--- src/rtl/car_alarm_siren_controller_pkg.sv ---
// Shared state codes and width helpers for the car-alarm siren controller.
package car_alarm_siren_controller_pkg;

  localparam int STATE_W = 3;

  typedef enum logic [STATE_W-1:0] {
    ST_IDLE    = 3'd0,
    ST_CONFIRM = 3'd1,
    ST_ALARM   = 3'd2,
    ST_HOLDOFF = 3'd3,
    ST_LOCKOUT = 3'd4
  } state_e;

  // Width able to hold 0..max_val-1, never narrower than one bit.
  function automatic int cnt_width(input int max_val);
    return (max_val > 1) ? $clog2(max_val) : 1;
  endfunction

  function automatic int max3(input int a, input int b, input int c);
    int m;
    m = (a > b) ? a : b;
    return (m > c) ? m : c;
  endfunction

endpackage

--- src/rtl/car_alarm_siren_controller_if.sv ---
// Alarm-input / siren-output bundle between the alarm gate, the controller and the drivers.
interface car_alarm_siren_controller_if #(parameter int TW = 2);
  import car_alarm_siren_controller_pkg::*;

  logic               CarAlarmSignal;
  logic               DisarmKey;
  logic               SirenOn;
  logic               HornPulse;
  logic               Locked;
  logic [STATE_W-1:0] AlarmState;
  logic [TW-1:0]      TriggerCount;

  modport master (
    output CarAlarmSignal, DisarmKey,
    input  SirenOn, HornPulse, Locked, AlarmState, TriggerCount
  );

  modport slave (
    input  CarAlarmSignal, DisarmKey,
    output SirenOn, HornPulse, Locked, AlarmState, TriggerCount
  );
endinterface

--- src/rtl/car_alarm_siren_controller_alarm_input_sync.sv ---
// Two-flop synchroniser for one asynchronous level input.
module alarm_input_sync (
  input  logic clk,
  input  logic rst_n,
  input  logic i_async,
  output logic o_sync
);
  logic [1:0] r_sync;

  always_ff @(posedge clk or negedge rst_n) begin
    if (!rst_n) r_sync <= 2'b00;
    else        r_sync <= {r_sync[0], i_async};
  end

  assign o_sync = r_sync[1];
endmodule

--- src/rtl/car_alarm_siren_controller.sv ---
// Siren controller: debounces the alarm gate output, runs timed siren windows with a
// blinking horn, holds off between alarms and locks out after too many; disarm clears all.
module car_alarm_siren_controller
  import car_alarm_siren_controller_pkg::*;
#(
  parameter int DEBOUNCE_CYCLES = 4,
  parameter int ALARM_CYCLES    = 32,
  parameter int BLINK_CYCLES    = 4,
  parameter int HOLDOFF_CYCLES  = 8,
  parameter int MAX_TRIGGERS    = 3
) (
  input logic                    clk,
  input logic                    rst_n,
  car_alarm_siren_controller_if.slave bus
);
  localparam int TW    = $clog2(MAX_TRIGGERS + 1);
  localparam int CNT_W = cnt_width(max3(DEBOUNCE_CYCLES, ALARM_CYCLES, HOLDOFF_CYCLES));
  localparam int BLK_W = cnt_width(BLINK_CYCLES);

  localparam logic [CNT_W-1:0] DEB_LAST   = CNT_W'(DEBOUNCE_CYCLES - 1);
  localparam logic [CNT_W-1:0] ALARM_LAST = CNT_W'(ALARM_CYCLES - 1);
  localparam logic [CNT_W-1:0] HOLD_LAST  = CNT_W'(HOLDOFF_CYCLES - 1);
  localparam logic [BLK_W-1:0] BLINK_LAST = BLK_W'(BLINK_CYCLES - 1);
  localparam logic [TW-1:0]    TRIG_MAX   = TW'(MAX_TRIGGERS);

  logic             w_alarm_s;
  logic             w_key_s;
  logic             r_key_d;
  logic             r_disarm;
  state_e           r_state;
  logic [CNT_W-1:0] r_cnt;
  logic [BLK_W-1:0] r_blink;
  logic [TW-1:0]    r_tcnt;
  logic             r_siren;
  logic             r_horn;
  logic             r_locked;

  alarm_input_sync u_alarm_sync (.clk(clk), .rst_n(rst_n), .i_async(bus.CarAlarmSignal), .o_sync(w_alarm_s));
  alarm_input_sync u_key_sync   (.clk(clk), .rst_n(rst_n), .i_async(bus.DisarmKey),      .o_sync(w_key_s));

  // Registered rising-edge detect of the key gives the three-edge disarm latency.
  always_ff @(posedge clk or negedge rst_n) begin
    if (!rst_n) begin
      r_key_d  <= 1'b0;
      r_disarm <= 1'b0;
    end else begin
      r_key_d  <= w_key_s;
      r_disarm <= w_key_s & ~r_key_d;
    end
  end

  always_ff @(posedge clk or negedge rst_n) begin
    if (!rst_n) begin
      r_state  <= ST_IDLE;
      r_cnt    <= '0;
      r_blink  <= '0;
      r_tcnt   <= '0;
      r_siren  <= 1'b0;
      r_horn   <= 1'b0;
      r_locked <= 1'b0;
    end else if (r_disarm) begin
      r_state  <= ST_IDLE;
      r_cnt    <= '0;
      r_blink  <= '0;
      r_tcnt   <= '0;
      r_siren  <= 1'b0;
      r_horn   <= 1'b0;
      r_locked <= 1'b0;
    end else begin
      case (r_state)
        ST_IDLE: begin
          if (w_alarm_s) begin
            r_state <= ST_CONFIRM;
            r_cnt   <= '0;
          end
        end
        ST_CONFIRM: begin
          if (!w_alarm_s) begin
            r_state <= ST_IDLE;
          end else if (r_cnt == DEB_LAST) begin
            r_state <= ST_ALARM;
            r_cnt   <= '0;
            r_blink <= '0;
            r_siren <= 1'b1;
            r_horn  <= 1'b1;
            if (r_tcnt != TRIG_MAX) r_tcnt <= r_tcnt + TW'(1);
          end else begin
            r_cnt <= r_cnt + CNT_W'(1);
          end
        end
        ST_ALARM: begin
          if (r_cnt == ALARM_LAST) begin
            r_cnt   <= '0;
            r_siren <= 1'b0;
            r_horn  <= 1'b0;
            if (r_tcnt == TRIG_MAX) begin
              r_state  <= ST_LOCKOUT;
              r_locked <= 1'b1;
            end else begin
              r_state <= ST_HOLDOFF;
            end
          end else begin
            r_cnt <= r_cnt + CNT_W'(1);
            if (r_blink == BLINK_LAST) begin
              r_blink <= '0;
              r_horn  <= ~r_horn;
            end else begin
              r_blink <= r_blink + BLK_W'(1);
            end
          end
        end
        ST_HOLDOFF: begin
          if (r_cnt == HOLD_LAST) begin
            r_state <= ST_IDLE;
            r_cnt   <= '0;
          end else begin
            r_cnt <= r_cnt + CNT_W'(1);
          end
        end
        ST_LOCKOUT: begin
          r_locked <= 1'b1;
        end
        default: begin
          // Unused codes fall back to a quiet IDLE.
          r_state  <= ST_IDLE;
          r_cnt    <= '0;
          r_siren  <= 1'b0;
          r_horn   <= 1'b0;
          r_locked <= 1'b0;
        end
      endcase
    end
  end

  assign bus.SirenOn      = r_siren;
  assign bus.HornPulse    = r_horn;
  assign bus.Locked       = r_locked;
  assign bus.AlarmState   = r_state;
  assign bus.TriggerCount = r_tcnt;
endmodule
--- src/flat_wrapper.sv ---
// flat-port wrapper written by rule: the top's interface ports become plain ports
module car_alarm_siren_controller_flat import car_alarm_siren_controller_pkg::*;
#(
  parameter int DEBOUNCE_CYCLES = 4,
  parameter int ALARM_CYCLES    = 32,
  parameter int BLINK_CYCLES    = 4,
  parameter int HOLDOFF_CYCLES  = 8,
  parameter int MAX_TRIGGERS    = 3
)
  (clk, rst_n, bus_CarAlarmSignal, bus_DisarmKey, bus_SirenOn, bus_HornPulse, bus_Locked, bus_AlarmState, bus_TriggerCount);
  car_alarm_siren_controller_if bus_i ();
  input logic clk;
  input logic rst_n;
  input wire logic [$bits(bus_i.CarAlarmSignal)-1:0] bus_CarAlarmSignal;
  input wire logic [$bits(bus_i.DisarmKey)-1:0] bus_DisarmKey;
  output wire logic [$bits(bus_i.SirenOn)-1:0] bus_SirenOn;
  output wire logic [$bits(bus_i.HornPulse)-1:0] bus_HornPulse;
  output wire logic [$bits(bus_i.Locked)-1:0] bus_Locked;
  output wire logic [$bits(bus_i.AlarmState)-1:0] bus_AlarmState;
  output wire logic [$bits(bus_i.TriggerCount)-1:0] bus_TriggerCount;
  assign bus_i.CarAlarmSignal = bus_CarAlarmSignal;
  assign bus_i.DisarmKey = bus_DisarmKey;
  assign bus_SirenOn = bus_i.SirenOn;
  assign bus_HornPulse = bus_i.HornPulse;
  assign bus_Locked = bus_i.Locked;
  assign bus_AlarmState = bus_i.AlarmState;
  assign bus_TriggerCount = bus_i.TriggerCount;
  car_alarm_siren_controller #(.DEBOUNCE_CYCLES(DEBOUNCE_CYCLES), .ALARM_CYCLES(ALARM_CYCLES), .BLINK_CYCLES(BLINK_CYCLES), .HOLDOFF_CYCLES(HOLDOFF_CYCLES), .MAX_TRIGGERS(MAX_TRIGGERS)) u_core (.clk(clk), .rst_n(rst_n), .bus(bus_i));
endmodule
--- config.mk ---
export PLATFORM = sky130hd
export DESIGN_NAME = car_alarm_siren_controller_flat
export DESIGN_NICKNAME = d
export VERILOG_FILES = /design/src/rtl/car_alarm_siren_controller_pkg.sv /design/src/rtl/car_alarm_siren_controller_if.sv /design/src/rtl/car_alarm_siren_controller_alarm_input_sync.sv /design/src/rtl/car_alarm_siren_controller.sv /design/src/flat_wrapper.sv
export SDC_FILE = /design/constraint.sdc
export NUM_CORES = 1
export LEC_CHECK = 0
export CORE_UTILIZATION = 57
export CTS_BUF_LIST = sky130_fd_sc_hd__clkbuf_4
export DETAILED_ROUTE_END_ITERATION = 10
export PLACE_DENSITY = 0.84
export SETUP_SLACK_MARGIN = 0.15
export SYNTH_ARGS = -nofsm -noshare
export SYNTH_HDL_FRONTEND = slang
export SYNTH_SLANG_ARGS = --single-unit
--- constraint.sdc ---
create_clock -name clk -period 2.5 [get_ports clk]
set_input_delay 0.5 -clock clk [delete_from_list [all_inputs] [get_ports clk]]
set_output_delay 0.5 -clock clk [all_outputs]
set_load 0.02 [all_outputs]
# --- Word level (Yosys, flattened, before mapping) ---
# Cells that the tools add are included.
op_classes:
  addsub: 3
  reduce_logical: 15
  muxes: 39
  n_lt_le_gt_ge: 0
  bitwise: 3
  multipliers: 0
  n_div: 0
  n_eq_ne: 22
  shifts: 0
op_table:
  columns: ["op", "n"]
  rows:
  - ["2-to-1 mux 5 bit", 6]
  - ["case mux 5 bit (5 select lines)", 1]
  - ["2-to-1 mux 3 bit", 7]
  - ["2-to-1 mux 2 bit", 10]
  - ["AND reduction 4 bit", 4]
  - ["case mux 3 bit (5 select lines)", 1]
  - ["!= test 3 x 1 -> 1 bit, second input constant", 4]
  - ["2-to-1 mux 1 bit", 10]
  - ["!= test 3 x 2 -> 1 bit, second input constant", 3]
  - ["case mux 1 bit (3 select lines)", 3]
  - ["nonzero test 2 bit", 4]
  - ["equality test 3 x 2 -> 1 bit, second input constant", 2]
  - ["!= test 2 x 1 -> 1 bit, second input constant", 3]
  - ["AND reduction 3 bit", 2]
  - ["OR reduction 3 bit", 2]
  - ["adder 5 x 1 -> 5 bit, second input constant", 1]
  - ["equality test 5 x 2 -> 1 bit, second input constant", 1]
  - ["equality test 5 x 3 -> 1 bit, second input constant", 1]
  - ["equality test 5 bit, second input constant", 1]
  - ["AND reduction 5 bit", 1]
  - ["adder 2 x 1 -> 2 bit, second input constant", 2]
  - ["equality test 2 bit, second input constant", 2]
  - ["!= test 4 x 1 -> 1 bit, second input constant", 1]
  - ["!= test 4 x 2 -> 1 bit, second input constant", 1]
  - ["8 further kinds", 9]
word_totals:
  romBits: 0
  input_bits: 4
  out_inout_bits: 8
  mem_bits_rw: 0
  n_memories: 0
  latchBits: 0
  register_bits: 21

# --- Logic depth before layout (Yosys ltp) ---
depth:
  ltp_word: 6
  ltp_mapped: 7

# --- Cells and area by module ---
# Synthesis repeated with hierarchy kept, for this count alone.
hier_totals:
  hier_cells: 112
  hier_area_um2: 1162.4
modules_own_cells:
  columns: ["module", "n_inst", "area_per_inst_um2", "seq_area_each_um2", "cells_per_inst"]
  rows:
  - ["car_alarm_siren_controller", 1, 1062.3, 425.4, 108]
  - ["alarm_input_sync", 2, 50.0, 50.0, 2]

# --- Worst setup path after synthesis ---
# OpenSTA, ideal clock, no wires.
synth_timing:
  path_type: "flip-flop to flip-flop"
  start: "reg u_core.r_cnt[0]"
  end: "reg u_core.r_cnt[3]"
  setup_slack_ps: 449
  path_stages_with_launch: 8
  arrival_ps: 1984
  setup_time_ps: 67
  n_path_buf: 0
  required_time_ps: 2433
  synth_period_minus_slack_ps: 2051
  path_cell_list: "dfrtp_1 ha_1 and3_2 ha_1 nor4b_4 a41oi_2 a2111oi_0 a221o_1"
synth_between:
  elab_chain_len: 5
  elab_cells_between_ends: 10
  cone_classes: "1 x add/sub; 3 x eq/ne; 6 x mux"
synth_rtl:
  columns: ["item", "line", "source"]
  rows:
  - ["from (decl)", "car_alarm_siren_controller.sv:31", "logic [CNT_W-1:0] r_cnt;"]
  - ["from (signal assigned)", "car_alarm_siren_controller.sv:88", "r_cnt <= r_cnt + CNT_W'(1);"]
  - ["from (signal assigned)", "car_alarm_siren_controller.sv:103", "r_cnt <= r_cnt + CNT_W'(1);"]
  - ["from (signal assigned)", "car_alarm_siren_controller.sv:117", "r_cnt <= r_cnt + CNT_W'(1);"]
  - ["adder 5 x 1 -> 5 bit / equality test 5 x 2 -> 1 bit (equally long branches)", null, null]
  - ["2-to-1 mux 5 bit", "car_alarm_siren_controller.sv:80", "end else if (r_cnt == DEB_LAST) begin"]
  - ["2-to-1 mux 5 bit", "car_alarm_siren_controller.sv:78", "if (!w_alarm_s) begin"]
  - ["case mux 5 bit (5 select lines) (*)", "car_alarm_siren_controller.sv:70", "case (r_state)"]
  - ["2-to-1 mux 5 bit (*)", "car_alarm_siren_controller.sv:61", "end else if (r_disarm) begin"]
# Every way passes the cells marked *; elsewhere a longest branch is shown, timed or not. The select of a mux whose other input is x is not followed.
# A chain may end at the register's enable or synchronous reset.

# --- Worst setup path after layout ---
layout_timing:
  start: "reg u_core.r_cnt[0]"
  end: "reg u_core.r_blink[0]"
layout_between:
  elab_chain_len: 3
  elab_cells_between_ends: 5
  cone_classes: "4 x eq/ne; 1 x reduce/logical"
layout_rtl:
  columns: ["item", "line", "source"]
  rows:
  - ["equality test 5 bit / equality test 5 x 2 -> 1 bit (equally long branches)", "car_alarm_siren_controller.sv:92, car_alarm_siren_controller.sv:80", null]
  - ["!= test 3 x 2 -> 1 bit (no line) / != test 3 x 1 -> 1 bit (equally long branches)", null, null]
  - ["AND reduction 4 bit (no line) (*)", null, null]
  - ["to (signal assigned)", "car_alarm_siren_controller.sv:108", "r_blink <= r_blink + BLK_W'(1);"]
  - ["to (decl)", "car_alarm_siren_controller.sv:32", "logic [BLK_W-1:0] r_blink;"]
# Every way passes the cells marked *; elsewhere a longest branch is shown, timed or not.

==> flow_summary.toml <==
[worst_setup_path]
critPathArrivalTime_ns = 2.41
cp.required_ns = 2.70
max_stage_delay_ns = 0.41
critPathKind = "flop to flop"
crit_path_end_kind = "flop"
path_common_cell = "ha_1"
critical_path.max_fanout = 6
crit_buf_inv = 1
cp_slowest_cell = "dfrtp_1"
crit_family = "simple AND/OR/NAND/NOR gates"
cp-start-kind = "flop"
crit_chain = "ha_1 > and3_2 > ha_1 > nor4b_4 > buf_4 > a311oi_1 > mux2_2"

[logic_synthesis]
synth_area_per_cell_um2 = 11.1
synth_top_family_by_area = "simple AND/OR/NAND/NOR gates"
synth_mux_area_share_pct = 3.94
synth.distinct_cells = 44
ys_ff_latch = 21
synth_edf_count = 0
yosysTopAreaCell = "dfrtp_1"
synth_fa_ha_area_share_pct = 4.50
synth_nets = 108
async_flop_share_pct = 100
synthTopCellsByArea = "dfrtp_1 47%, ha_1 4.5%, mux2_2 3.0%"
yosysWarnings = 0
synth_xor_area_share_pct = 0.787
synth_top_area_share_pct = 47.2
synth_compound_area_share_pct = 18.8
synth_area_um2 = 1110
synth-seq-area-share_pct = 47.2
netlist_instances = 100
synth-main-ff-cell = "dfrtp_1"
synthSimpleGateAreaFrac_pct = 21.9

[routing]
detail-route-antenna-nets = 0
dr.pass1.iters = 4
vias = 893
vias_per_cell = 6.33
remaining_drc_errors = 0
drt_iter0_markers = 33
wl_um = 2180
avgRoutedWirePerCell_um = 15.4

[finish]
fin_nets = 125
regArea_um2 = 526
antennaDiodeCount = 0
area.growth.synth_to_final_pct = 17.5
fillCellCount = 137
drive_gt1_share_pct = 18.1
multi_input_area_um2 = 562

[timing]
relSlewSlack_pct = 60.8
setup_viol = 0
worst_slew_pin_slew_ns = 0.587
fin_crit_sh_pct = 88.4
fin_skew_ns = 0.00125
fmax_ghz = 0.453
rsz0062_at_grt = "false"
maxSlewViolCount = 0
hold_viol_final = 0
min_period_ns = 2.21
fin_tns_setup_ns = 0

[power]
cellPowerDensity_nw_per_um2 = 486
finalPower_w = 0.000635
p_leak_nw = 0.558
peakVddDrop_mv = 0.464

[global_routing]
antenna_found_initial = 0
grt_max_degree = 22
grt_usage_pct = 22.7
grt_first_pass_wirelength_um = 3400
grt.overflow.total = 0
grt_pass1_vias = 774

[clock_tree]
path_clk_slew_ns = 0.11
cts_buffer_depth = 2
htreeDepth = 1
cts_root_buffer = "clkbuf_4"
numCtsBuffers = 3
cts_tree = "yes"
cts_sinks = 21
clk_latency_ns = 0.30

[die]
die_area_um2 = 2130
io_pins = 12
core_region_area_um2 = 1780
die_y_um = 46.2
rows = 15
initial_core_util_pct = 62.4
die-width_um = 46.2

[place]
io_buffers = 11
dp_hpwl_um = 1510
place_congestion = 0.908

[flow_run]
cap_violations = 0

[run_status]
outcome = "finished clean"

[hold_path]
hp-class = "flop to flop"
repair_timing:
action                     4_1_cts  5_1_grt
setup endpoints to repair        0        1
resized for setup                0        2
setup buffers                    0        2
hold buffers                     0        0
cell families after synthesis:
family / Yosys count
buffers and inverters: 7
adder cells (fa/ha/maj): 4
XOR/XNOR: 1
multiplexers: 4
flip-flops: 21
AO/OA/AOI/OAI: 26
AND/OR/NAND/NOR: 37
where the power goes:
part / internal (W) / total, W / leakage (nW) / switching (W)
sequential: 0.000355 / 0.000377 / 0.276 / 0.0000219
clock: 0.0000732 / 0.000171 / 0.0184 / 0.0000973
combinational: 0.0000426 / 0.0000879 / 0.263 / 0.0000453
layout by cell type (no fill, tap or decap), types with 2 or more instances in the layout:
master	instances
a31oi_1	2
nor3_1	2
nand4_1	2
a21oi_1	3
mux2_2	3
nor2b_1	5
nand2b_1	2
a2111oi_2	2
dfrtp_1	21
nand2_1	5
nand3_1	3
buf_4	5
o21ai_0	3
ha_1	4
nor2_1	7
clkdlybuf4s50_1	11
nor4b_1	2
a22o_1	2
clkbuf_4	4
nand4b_1	2
inv_1	3
routing by layer:
layer,share of wire [%],global-route usage [%],vias to the layer above
met3,6.6,2.75,5
met2,45,34.6,38
li1,-,-,417
met1,46,31.5,433
met5,0,0,-
met4,1.9,11.8,0
sequential cells by signal (all words and copies together) (netlist names):
name                        cells
u_core.r_cnt                    5
u_core.bus.AlarmState           3
u_core.bus.TriggerCount         2
u_core.r_blink                  2
u_core.u_alarm_sync.r_sync      2
u_core.u_key_sync.r_sync        2
u_core.bus.HornPulse            1
u_core.bus.Locked               1
u_core.bus.SirenOn              1
u_core.r_disarm                 1
u_core.r_key_d                  1
layout make-up:
class / count / area share (%)
multi-input combinational: 72 / 43.0
sequential: 21 / 40.2
timing repair buffer: 16 / 11.3
tap: 25 / 2.39
clock buffer: 4 / 2.30
inverter: 3 / 0.861
final timing paths:
check / startpoint / endpoint / slack, ns / depth (start not counted)
max: u_core.r_cnt[0] / u_core.r_blink[0] / 0.29 / 7
min reg2reg: u_core.u_alarm_sync.r_sync[0] / u_core.u_alarm_sync.r_sync[1] / 0.37 / 0
min: u_core.u_alarm_sync.r_sync[0] / u_core.u_alarm_sync.r_sync[1] / 0.37 / 0
max in group asynchronous: rst_n / u_core.bus.AlarmState[1] / 1.77 / 2
max reg2reg: u_core.r_cnt[0] / u_core.r_blink[0] / 0.29 / 7
min in group asynchronous: rst_n / u_core.r_cnt[4] / 0.52 / 2
stage by stage:
stage / instance area, um^2 / hold WS, ns / utilization [%] / instances / worst slack (ns)
2_1_floorplan: 1110 / 0.204 / - / 100 / 0.449
3_3_place_gp: 1260 / 0.338 / 70.5 / 135 / 0.358
3_5_place_dp: 1260 / 0.343 / 70.5 / 135 / 0.279
4_1_cts: 1290 / 0.373 / 72.1 / 139 / 0.261
5_1_grt: 1310 / 0.385 / 73.3 / 141 / 0.153
6_report: 1310 / 0.368 / 73.3 / 141 / 0.290
synthesized netlist by cell type (3+ instances only):
library cell	instances
a21oi_1	3
nand3_1	3
nor2b_1	5
nor2_1	7
ha_1	4
dfrtp_1	21
inv_1	3
o21ai_0	3
nand2_1	5
mux2_2	3
Power figures use the tool's default switching activity.
